## src/rtl/mmio_uart_tx.sv

```systemverilog
// mmio_uart_tx: memory-mapped 8N1 UART transmitter on the data-memory bus.
// Stores to TXDATA queue bytes into a small FIFO. A baud-timed FSM
// serialises them on tx. Loads from STATUS return FIFO/transmitter state.
//
// Ports:
//   clk, reset           system clock, synchronous active-high reset
//   mem_addr, mem_wdata  address / store data from the EX/MEM register
//   mem_MemWr            store strobe (one cycle per store)
//   mem_MemRead          load strobe (one cycle per load)
//   rdata                combinational load data, 0 when not hit
//   hit                  combinational, address is TXDATA or STATUS
//   tx                   registered serial output, idle high
module mmio_uart_tx #(
    parameter int          CLKS_PER_BIT = 10417,
    parameter int          FIFO_DEPTH   = 8,
    parameter logic [31:0] BASE_ADDR    = 32'h4000_0018
) (
    input  logic        clk,
    input  logic        reset,
    input  logic [31:0] mem_addr,
    input  logic [31:0] mem_wdata,
    input  logic        mem_MemWr,
    input  logic        mem_MemRead,
    output logic [31:0] rdata,
    output logic        hit,
    output logic        tx
);
    localparam int          PTR_W     = $clog2(FIFO_DEPTH);
    localparam int          CNT_W     = PTR_W + 1;
    localparam int          BAUD_W    = $clog2(CLKS_PER_BIT);
    localparam logic [BAUD_W-1:0] LAST_BAUD = BAUD_W'(CLKS_PER_BIT - 1);
    localparam logic [31:0] STAT_ADDR = BASE_ADDR + 32'd4;

    typedef enum logic [1:0] {IDLE, START, DATA, STOP} state_t;

    state_t            state_q, state_d;
    logic              tx_d;
    logic [7:0]        shift_q, shift_d;
    logic [2:0]        bit_q, bit_d;
    logic [BAUD_W-1:0] baud_q, baud_d;

    logic [7:0]        mem [FIFO_DEPTH];
    logic [PTR_W-1:0]  wptr, rptr;
    logic [CNT_W-1:0]  count;
    logic              ovf;

    logic sel_data, sel_stat, full, empty, busy;
    logic push_req, push, pop, expire;
    logic [4:0] cnt5;
    logic unused_ok;

    // Bus decode and status mux
    assign sel_data = (mem_addr == BASE_ADDR);
    assign sel_stat = (mem_addr == STAT_ADDR);
    assign hit      = sel_data | sel_stat;

    assign full  = (count == CNT_W'(FIFO_DEPTH));
    assign empty = (count == '0);
    assign busy  = (state_q != IDLE);
    assign cnt5  = 5'(count);

    assign rdata = sel_stat ? {24'b0, ovf, cnt5[3:0], busy, empty, full} : 32'b0;

    // A push against a full FIFO still lands if the FSM frees a slot at
    // the same edge; the write then reuses the slot being read out.
    assign push_req = mem_MemWr & sel_data;
    assign push     = push_req & (~full | pop);

    assign unused_ok = ^{mem_wdata[31:8], cnt5[4]};

    always_ff @(posedge clk) begin
        if (push) mem[wptr] <= mem_wdata[7:0];
    end

    always_ff @(posedge clk) begin
        if (reset) begin
            wptr  <= '0;
            rptr  <= '0;
            count <= '0;
        end else begin
            if (push) wptr <= wptr + 1'b1;
            if (pop)  rptr <= rptr + 1'b1;
            case ({push, pop})
                2'b10:   count <= count + 1'b1;
                2'b01:   count <= count - 1'b1;
                default: count <= count;
            endcase
        end
    end

    // Sticky overflow; a drop in the same cycle as a STATUS read wins.
    always_ff @(posedge clk) begin
        if (reset)                        ovf <= 1'b0;
        else if (push_req && !push)       ovf <= 1'b1;
        else if (mem_MemRead && sel_stat) ovf <= 1'b0;
    end

    // Transmit FSM
    assign expire = (baud_q == LAST_BAUD);

    always_ff @(posedge clk) begin
        if (reset) begin
            state_q <= IDLE;
            tx      <= 1'b1;
            shift_q <= '0;
            bit_q   <= '0;
            baud_q  <= '0;
        end else begin
            state_q <= state_d;
            tx      <= tx_d;
            shift_q <= shift_d;
            bit_q   <= bit_d;
            baud_q  <= baud_d;
        end
    end

    always_comb begin
        state_d = state_q;
        tx_d    = tx;
        shift_d = shift_q;
        bit_d   = bit_q;
        // Wrapping on expiry doubles as the restart on every bit change.
        baud_d  = expire ? '0 : baud_q + 1'b1;
        pop     = 1'b0;
        case (state_q)
            IDLE: begin
                baud_d = '0;
                if (!empty) begin
                    pop     = 1'b1;
                    shift_d = mem[rptr];
                    tx_d    = 1'b0;
                    state_d = START;
                end
            end
            START: begin
                if (expire) begin
                    tx_d    = shift_q[0];
                    bit_d   = '0;
                    state_d = DATA;
                end
            end
            DATA: begin
                if (expire) begin
                    if (bit_q == 3'd7) begin
                        tx_d    = 1'b1;
                        state_d = STOP;
                    end else begin
                        shift_d = shift_q >> 1;
                        tx_d    = shift_q[1];
                        bit_d   = bit_q + 1'b1;
                    end
                end
            end
            STOP: begin
                if (expire) begin
                    if (!empty) begin
                        // Chain straight into the next start bit.
                        pop     = 1'b1;
                        shift_d = mem[rptr];
                        tx_d    = 1'b0;
                        state_d = START;
                    end else begin
                        state_d = IDLE;
                    end
                end
            end
            default: state_d = IDLE;
        endcase
    end
endmodule

```

## config.mk

```make
export PLATFORM = sky130hd
export DESIGN_NAME = mmio_uart_tx
export DESIGN_NICKNAME = d
export VERILOG_FILES = /design/src/rtl/mmio_uart_tx.sv
export SDC_FILE = /design/constraint.sdc
export NUM_CORES = 1
export LEC_CHECK = 0
export ABC_CLOCK_PERIOD_IN_PS = 7000
export CELL_PAD_IN_SITES_DETAIL_PLACEMENT = 1
export CELL_PAD_IN_SITES_GLOBAL_PLACEMENT = 1
export CORE_ASPECT_RATIO = 0.75
export CORE_UTILIZATION = 44
export CTS_CLUSTER_SIZE = 14
export DETAILED_ROUTE_END_ITERATION = 6
export PLACE_DENSITY_LB_ADDON = 0.1
export SYNTH_ARGS = -nofsm -noshare
export SYNTH_HDL_FRONTEND = slang
export SYNTH_SLANG_ARGS = --single-unit
```

## constraint.sdc

```tcl
create_clock -name clk -period 7 [get_ports clk]
set_clock_uncertainty 0.05 [all_clocks]
set_input_delay 1.4 -clock clk [delete_from_list [all_inputs] [get_ports clk]]
set_output_delay 1.4 -clock clk [all_outputs]
set_load 0.005 [all_outputs]
```

==> flow_metrics.py, run 1 <==
metrics = {
    "sta": {
        "hold_viol": 0,
        "slew_headroom": 0.251,
        "slew_violations": 0,
        "worst_pin_slew_ns": 1.12,
        "rsz0062_at_grt": "false",
        "setup_viol": 0,
        "period_needed_ns": 5.11,
        "fin_tns_setup_ns": 0,
        "fmax_mhz": 196,
        "fin_crit_sh": 0.730,
        "layout_setup_ws_ns": 1.89,
        "hold_ws_ns": 0.443,
    },
    "critical_path": {
        "critPathSlowestCell": "clkdlybuf4s50_1",
        "rrSetupSlack_ns": 3.44,
        "cp_slowest_stage_delay_ns": 0.53,
        "critical_path.startpoint": "mem_addr[3]",
        "rr_worst_depth": 14,
        "worst-setup-path-type": "input port to primary output",
        "worst_setup_path_end_kind": "primary output",
        "cp-endpoint": "rdata[3]",
        "cp_max_fo": 6,
        "cp.required_ns": 5.55,
        "r2r_end": "count[2]$_SDFFE_PP0P_",
        "worstPathArrival_ns": 3.66,
        "rr_startpoint": "baud_q[0]$_SDFF_PP0_",
        "path_cells": "clkdlybuf4s50_1 -> nor4bb_1 -> nand4_1 -> nor2_1 -> nand2_1 -> nor2_1 -> clkdlybuf4s50_1",
        "start_kind": "input port",
    },
    "placed_design": {
        "io_buffers": 53,
        "hpwl_microns": 8040,
        "dp_slack_ns": 1.80,
        "gp_congestion": 0.720,
    },
    "synthesis": {
        "synthFlopType": "edfxtp_1",
        "synth_area_per_cell_sq_um": 12.1,
        "ys_ff_latch": 106,
        "synth_seq_area_share": 0.566,
        "synthArstFlopShare": 0,
        "synth_edf_count": 64,
        "ys_types": 54,
        "syn_area_sq_um": 4880,
        "syn_inst": 403,
        "yosysWarnings": 0,
    },
    "floorplan": {
        "fp.coreArea_sq_um": 10500,
        "die_x_microns": 124,
        "die_y_microns": 93.2,
        "rows": 32,
        "fp.dieArea_sq_um": 11500,
        "io_pins": 102,
        "initial_utilization": 0.464,
    },
    "grt": {
        "grt_pass1_wl_microns": 18800,
        "grt_pass1_vias": 3464,
        "grt_max_degree": 29,
        "gr-usage-all-layers": 0.221,
        "antenna_found_initial": 0,
        "grt_use_met1": 0.287,
        "overflow": 0,
        "busiest_layer": "met2",
        "met3_usage": 0.0512,
        "grt_use_met2": 0.372,
    },
    "clock_network": {
        "htreeDepth": 3,
        "cts_hold_buf": 0,
        "cts-root-buf": "clkbuf_16",
        "clk_pin_slew_ns": 0.07,
        "post-cts-setup-buffer-count": 0,
        "cts_resized": 0,
        "cts_buffers": 9,
        "insertion_delay_ns": 0.35,
        "clock-sinks": 106,
        "cts.path.max_buffers": 2,
        "cts_tree": "done",
    },
    "pwr": {
        "p_clk_frac": 0.414,
        "seq_power_share": 0.531,
        "p_sw_frac": 0.238,
        "irDropWorstVdd_v": 0.000148,
        "power_density_nw_per_um2": 216,
        "p_leak_nw": 1.99,
        "p_switching_mw": 0.298,
        "p_comb_frac": 0.055,
        "intPower_mw": 0.952,
    },
    "drt": {
        "totalWireLength_microns": 11600,
        "routedWlPerCell_microns": 19.3,
        "drc": 0,
        "drt_iter0_markers": 193,
        "antenna_left": 0,
        "dr_total_vias": 3303,
        "dr.pass1.iters": 4,
        "via_per_inst": 5.52,
    },
    "hold_path": {
        "hold_path_class": "register to register",
    },
    "layout": {
        "synthToLayoutAreaGrowth_pct": 18.7,
        "final_common_cell": "edfxtp_1",
        "diodes": 0,
        "drive_gt1_frac": 0.115,
        "mostFrequentLayoutCells": "edfxtp_1 (64), clkdlybuf4s50_1 (53), dfxtp_1 (42)",
        "nNetsFinal": 538,
    },
    "outcome": {
        "status": "finished clean",
    },
    "job": {
        "cap_violations": 0,
    },
}
## layer usage
layer	share of wire	vias to the layer above	wire, microns
met1	0.46	1676	5270
met2	0.50	50	5820
met5	0	-	0
met4	0.011	0	127
met3	0.030	12	341
li1	-	1565	-
## flip-flops by register name, indices dropped and copies added, names as in the netlist, named ones only
register,flops
bit_q,3
baud_q,14
ovf,1
state_q,2
count,4
shift_q,8
tx,1
wptr,3
mem,64
rptr,3
## cell usage after synthesis, types with 2 or more instances
master | instances | area share
xor2_1 | 8 | 0.014
or4_1 | 8 | 0.012
nor3b_1 | 2 | 0.0031
ha_1 | 13 | 0.033
mux2i_1 | 3 | 0.0062
o21ai_0 | 17 | 0.017
nand4_1 | 6 | 0.0077
buf_4 | 24 | 0.037
inv_1 | 19 | 0.015
mux2_2 | 4 | 0.0092
edfxtp_1 | 64 | 0.39
a22o_1 | 2 | 0.0036
buf_2 | 3 | 0.0031
xnor2_1 | 6 | 0.011
nor4_1 | 11 | 0.014
dfxtp_1 | 42 | 0.17
or3_1 | 4 | 0.0051
nor2b_1 | 5 | 0.0064
clkbuf_1 | 8 | 0.0062
mux4_2 | 16 | 0.074
nand2_1 | 21 | 0.016
buf_1 | 3 | 0.0023
nand3_1 | 12 | 0.012
nor3_1 | 6 | 0.0062
and3_1 | 3 | 0.0038
a31oi_1 | 2 | 0.0026
nor2_1 | 41 | 0.032
a41oi_1 | 2 | 0.0036
a21oi_1 | 17 | 0.017
o22ai_1 | 7 | 0.0090
## cell families (layout without fill, tap and decap cells)
logic type | after synthesis | after routing | share of synthesized area
buffers and inverters | 58 | 94 | 0.0653
XOR/XNOR | 14 | 14 | 0.0251
AO/OA/AOI/OAI | 58 | 58 | 0.0761
AND/OR/NAND/NOR | 130 | 130 | 0.144
adder cells (fa/ha/maj) | 13 | 13 | 0.0333
other | 1 | 24 | 0.000768
flip-flops | 106 | 106 | 0.566
multiplexers | 23 | 23 | 0.0892
## power by group through the flow
| stage | sequential [mW] | combinational, mW | clock, mW |
|---|---|---|---|
| after detailed placement | 0.679 | 0.0683 | 0 |
| after floorplan | 0.678 | 0.0380 | 0 |
| after global placement | 0.679 | 0.0653 | 0 |
| after CTS | 0.664 | 0.0689 | 0.527 |
| after global routing | 0.665 | 0.0769 | 0.554 |
| final | 0.664 | 0.0690 | 0.517 |
## metrics by stage
step	instance area (sq um)	utilization	instances	power, mW
3_3_place_gp	5480	0.521	582	0.744
3_5_place_dp	5480	0.521	582	0.747
6_report	5790	0.550	598	1.25
2_1_floorplan	4970	-	426	0.716
4_1_cts	5790	0.550	598	1.26
5_1_grt	5790	0.550	598	1.30
## worst min-delay path by stage
stage / start / to / slack [ns] / cells past startpoint
finish: shift_q[4]$_SDFFE_PP0P_ / shift_q[4]$_SDFFE_PP0P_ / 0.44 / 2
global route: baud_q[0]$_SDFF_PP0_ / baud_q[0]$_SDFF_PP0_ / 0.46 / 1
CTS: shift_q[4]$_SDFFE_PP0P_ / shift_q[4]$_SDFFE_PP0P_ / 0.43 / 2
detailed placement: shift_q[4]$_SDFFE_PP0P_ / shift_q[4]$_SDFFE_PP0P_ / 0.42 / 2
global placement: shift_q[5]$_SDFFE_PP0P_ / shift_q[5]$_SDFFE_PP0P_ / 0.41 / 2
floorplan: baud_q[0]$_SDFF_PP0_ / baud_q[0]$_SDFF_PP0_ / 0.39 / 1
## area by class of cell
| class | count | area [sq um] |
|---|---|---|
| clock buffers | 9 | 225 |
| clock inverters | 7 | 86.3 |
| fillers | 1096 | 4740 |
| inverters | 19 | 71.3 |
| multi-input cells | 262 | 1900 |
| flip-flops and latches | 106 | 2760 |
| well taps | 136 | 170 |
| repair buffers | 59 | 576 |
## worst max-delay path: cells and delay by family
| family | cells | cell delay [ns] |
|---|---|---|
| buf+inv | 2 | 0.98 |
| simple gates | 5 | 1.27 |
(Power assumes the default switching activity.)
==> run 2, diff against run 1 <==
Settings changed: ABC_CLOCK_PERIOD_IN_PS 7000 to 4360, CORE_UTILIZATION 44 to 37.
Clock period 7 ns to 4.36 ns, I/O delays scaled along.
==> flow_metrics.py, run 2 (same netlist as run 1, synthesis figures left out) <==
metrics = {
    "outcome": {
        "status": "finished clean",
    },
    "sta": {
        "fin_tns_setup_ns": 0,
        "period_needed_ns": 3.91,
        "fin_crit_sh": 0.896,
        "fmax_mhz": 256,
        "hold_viol": 0,
        "worst_pin_slew_ns": 1.09,
        "slew_violations": 0,
        "setup_viol": 0,
        "hold_ws_ns": 0.435,
        "slew_headroom": 0.274,
        "rsz0062_at_grt": "false",
    },
    "floorplan": {
        "die_y_microns": 101,
        "fp.coreArea_sq_um": 12600,
        "initial_utilization": 0.388,
        "die_x_microns": 135,
        "rows": 35,
        "io_pins": 102,
        "fp.dieArea_sq_um": 13700,
    },
    "drt": {
        "wl_met1_microns": 5300,
        "wl_met3_microns": 688,
        "via_per_inst": 5.21,
        "drt_iter0_markers": 171,
        "antenna_left": 0,
        "dr_total_vias": 3293,
        "wl_met2_microns": 4920,
        "routedWlPerCell_microns": 17.3,
        "totalWireLength_microns": 11000,
        "drc": 0,
        "dr.pass1.iters": 4,
        "highest_layer": "met4",
    },
    "critical_path": {
        "worst-setup-path-type": "input port to primary output",
        "rr_worst_depth": 14,
        "r2r_end": "count[2]$_SDFFE_PP0P_",
        "cp_max_fo": 6,
        "rr_startpoint": "baud_q[0]$_SDFF_PP0_",
        "cp.required_ns": 3.44,
        "worst_setup_path_end_kind": "primary output",
        "start_kind": "input port",
        "worstPathArrival_ns": 2.98,
        "rrSetupSlack_ns": 0.93,
    },
    "layout": {
        "mostFrequentLayoutCells": "edfxtp_1 (64), clkdlybuf4s50_1 (53), dfxtp_1 (42)",
        "diodes": 0,
        "regMostFlops": "mem",
        "fillers": 1305,
        "top_regs": "mem (64), baud_q (14), shift_q (8)",
        "synthToLayoutAreaGrowth_pct": 20.6,
        "drive_gt1_frac": 0.118,
        "nNetsFinal": 542,
        "final_common_cell": "edfxtp_1",
        "largest_register_ffs": 64,
    },
    "placed_design": {
        "hpwl_microns": 7960,
        "io_buffers": 53,
        "gp_congestion": 0.707,
    },
    "clock_network": {
        "cts.path.max_buffers": 2,
        "cts-root-buf": "clkbuf_16",
        "clk_pin_slew_ns": 0.07,
        "cts_resized": 0,
        "cts_buffers": 9,
        "post-cts-setup-buffer-count": 0,
        "insertion_delay_ns": 0.33,
        "htreeDepth": 3,
        "clock-sinks": 106,
        "cts_hold_buf": 0,
        "cts_tree": "done",
    },
    "grt": {
        "grt_pass1_vias": 3471,
        "overflow": 0,
        "grt_pass1_wl_microns": 17800,
        "antenna_found_initial": 0,
        "gr-usage-all-layers": 0.171,
        "grt_max_degree": 19,
    },
    "hold_path": {
        "hold_path_end": "baud_q[0]$_SDFF_PP0_",
        "holdPathStages": 1,
        "hold_path_class": "register to register",
        "min_from": "baud_q[0]$_SDFF_PP0_",
    },
    "pwr": {
        "irDropWorstVdd_v": 0.000208,
        "p_leak_nw": 2.02,
        "fin_total_pwr_mw": 2.10,
        "power_density_nw_per_um2": 357,
    },
    "job": {
        "cap_violations": 0,
    },
}
==> run 2: final cells by class <==
| type | count | area [sq um] | share of cell area |
|---|---|---|---|
| well taps | 166 | 208 | 0.0353 |
| repair buffers | 63 | 606 | 0.103 |
| clock buffers | 10 | 229 | 0.0389 |
| clock inverters | 6 | 113 | 0.0191 |
| flip-flops and latches | 106 | 2760 | 0.469 |
| inverters | 19 | 71.3 | 0.0121 |
| multi-input cells | 262 | 1900 | 0.323 |
==> run 2: metrics by stage <==
step	utilization	area, sq um	setup slack (ns)	instances
finish	0.468	5890	0.454	632
global route	0.468	5890	0.135	632
CTS	0.468	5890	0.373	632
detailed placement	0.441	5550	0.313	616
global placement	0.441	5550	0.434	616
floorplan	-	4970	0.822	426
==> run 2: worst max path at each step <==
stage | start | endpoint | cells past startpoint
final | mem_addr[18] | rdata[5] | 7
after global routing | mem_addr[18] | rdata[5] | 7
after CTS | mem_addr[18] | rdata[5] | 7
after detailed placement | mem_addr[18] | count[2]$_SDFFE_PP0P_ | 13
after global placement | mem_addr[18] | count[2]$_SDFFE_PP0P_ | 13
after floorplan | mem_addr[10] | mem[1][0]$_DFFE_PP_ | 6
==> run 2: power breakdown <==
part           internal [mW]  switching, mW
Clock                  0.565          0.361
Combinational         0.0514         0.0584
Sequential              1.06        0.00329
==> run 2: worst max-delay path, stage by stage <==
cell             delay [ns]
clkdlybuf4s50_1        0.40
nor4_1                 0.30
nand4_1                0.19
nor2_1                 0.29
nand2_1                0.22
nor2_1                 0.17
clkdlybuf4s50_1        0.54
==> run 2: routing by layer <==
layer,up-vias,global-route usage
li1,1571,-
met5,-,0
met3,5,0.0355
met1,1619,0.235
met2,98,0.276
met4,0,0.0415
==> run 3, diff against run 2 <==
Settings changed: MAX_ROUTING_LAYER set to met4.
==> flow_metrics.py, run 3 (same netlist as run 1, synthesis figures left out) <==
metrics = {
    "sta": {
        "period_needed_ns": 3.93,
        "hold_viol": 0,
        "hold_ws_ns": 0.436,
        "slew_violations": 0,
        "setup_viol": 0,
        "fin_tns_setup_ns": 0,
        "rsz0062_at_grt": "false",
        "worst_pin_slew_ns": 1.09,
        "fmax_mhz": 255,
        "fin_crit_sh": 0.901,
        "slew_headroom": 0.274,
    },
    "layout": {
        "synthToLayoutAreaGrowth_pct": 20.6,
        "largest_register_ffs": 64,
        "final_common_cell": "edfxtp_1",
        "drive_gt1_frac": 0.118,
        "top_regs": "mem (64), baud_q (14), shift_q (8)",
        "diodes": 0,
        "nNetsFinal": 542,
        "mostFrequentLayoutCells": "edfxtp_1 (64), clkdlybuf4s50_1 (53), dfxtp_1 (42)",
        "fillers": 1305,
        "regMostFlops": "mem",
        "finalInstanceArea_sq_um": 5890,
    },
    "clock_network": {
        "cts-root-buf": "clkbuf_16",
        "cts_resized": 0,
        "cts.path.max_buffers": 2,
        "cts_buffers": 9,
        "clock-sinks": 106,
        "insertion_delay_ns": 0.34,
        "cts_tree": "done",
        "htreeDepth": 3,
        "clk_pin_slew_ns": 0.07,
        "cts_hold_buf": 0,
        "post-cts-setup-buffer-count": 0,
    },
    "drt": {
        "antenna_left": 0,
        "via_per_inst": 5.27,
        "drt_iter0_markers": 173,
        "drc": 0,
        "routedWlPerCell_microns": 17.5,
        "totalWireLength_microns": 11100,
        "dr_total_vias": 3329,
        "dr.pass1.iters": 4,
    },
    "floorplan": {
        "die_y_microns": 101,
        "fp.coreArea_sq_um": 12600,
        "die_x_microns": 135,
        "rows": 35,
        "fp.dieArea_sq_um": 13700,
        "io_pins": 102,
        "initial_utilization": 0.388,
    },
    "hold_path": {
        "min_from": "shift_q[0]$_SDFFE_PP0P_",
        "hold_path_end": "shift_q[0]$_SDFFE_PP0P_",
        "hold_path_class": "register to register",
        "holdPathStages": 2,
    },
    "pwr": {
        "p_leak_nw": 2.02,
        "irDropWorstVdd_v": 0.000213,
        "power_density_nw_per_um2": 358,
    },
    "grt": {
        "grt_pass1_wl_microns": 17800,
        "grt_pass1_vias": 3466,
        "antenna_found_initial": 0,
        "grt_max_degree": 19,
        "gr-usage-all-layers": 0.176,
        "overflow": 0,
    },
    "critical_path": {
        "worst-setup-path-type": "input port to primary output",
        "critPathBufInv": 2,
        "rr_startpoint": "baud_q[0]$_SDFF_PP0_",
        "cp_slowest_stage_delay_ns": 0.54,
        "rr_worst_depth": 14,
        "critPathSlowestCell": "clkdlybuf4s50_1",
        "path_cells": "clkdlybuf4s50_1 -> nor4_1 -> nand4_1 -> nor2_1 -> nand2_1 -> nor2_1 -> clkdlybuf4s50_1",
        "start_kind": "input port",
        "path_delay_family": "simple AND/OR/NAND/NOR gates",
        "cp.required_ns": 3.44,
        "worstPathArrival_ns": 3.01,
        "worst_setup_path_end_kind": "primary output",
        "cp_max_fo": 6,
        "rrSetupSlack_ns": 0.93,
        "r2r_end": "count[2]$_SDFFE_PP0P_",
    },
    "placed_design": {
        "io_buffers": 53,
        "hpwl_microns": 7960,
        "gp_congestion": 0.715,
        "post_dp_cell_area_sq_um": 5550,
    },
    "job": {
        "cap_violations": 0,
    },
    "outcome": {
        "status": "finished clean",
    },
}
-- run 3: cell counts in the layout (fill, tap and decap cells not counted) --
No cell type changed its count.
-- run 3: how the worst max path moves through the flow --
stage | from | end | slack [ns] | cells after the start
5_1_grt | mem_addr[18] | rdata[5] | 0.13 | 7
3_3_place_gp | mem_addr[18] | count[2]$_SDFFE_PP0P_ | 0.43 | 13
6_report | mem_addr[18] | rdata[5] | 0.43 | 7
3_5_place_dp | mem_addr[18] | count[2]$_SDFFE_PP0P_ | 0.31 | 13
4_1_cts | mem_addr[18] | rdata[5] | 0.37 | 7
2_1_floorplan | mem_addr[10] | mem[1][0]$_DFFE_PP_ | 0.82 | 6
-- run 3: cell type report --
cell class	count	area, sq um	share of cell area
Sequential cell	106	2760	0.469
Multi-Input combinational cell	262	1900	0.323
Timing Repair Buffer	63	606	0.103
Clock buffer	10	229	0.0389
Tap cell	166	208	0.0353
Clock inverter	6	113	0.0191
Inverter	19	71.3	0.0121
-- run 3: per-stage QoR --
| stage | instances | power [mW] | setup WS, ns | util |
|---|---|---|---|---|
| after CTS | 632 | 2.13 | 0.373 | 0.468 |
| final | 632 | 2.11 | 0.431 | 0.468 |
| after floorplan | 426 | 1.15 | 0.822 | - |
| after global placement | 616 | 1.20 | 0.434 | 0.441 |
| after detailed placement | 616 | 1.20 | 0.313 | 0.441 |
| after global routing | 632 | 2.17 | 0.135 | 0.468 |
-- run 3: worst min-delay path, stage by stage, from the launching register on --
cell	delay [ns]
dfxtp_1	0.31
o21ai_0	0.07
a21oi_1	0.06
-- run 3: metal layers --
layer	routed length [microns]	track usage
met1	5560	0.239
met2	4880	0.276
met3	533	0.0300
met4	93	0.0415
met5	0	-
-- run 3: power breakdown --
group          switching (mW)  total, mW  internal (mW)  leakage [nW]
Sequential            0.00328       1.07           1.06         0.913
Combinational          0.0590      0.110         0.0514         0.942
Clock                   0.365      0.931          0.565         0.167
Total                   0.428       2.11           1.68          2.02
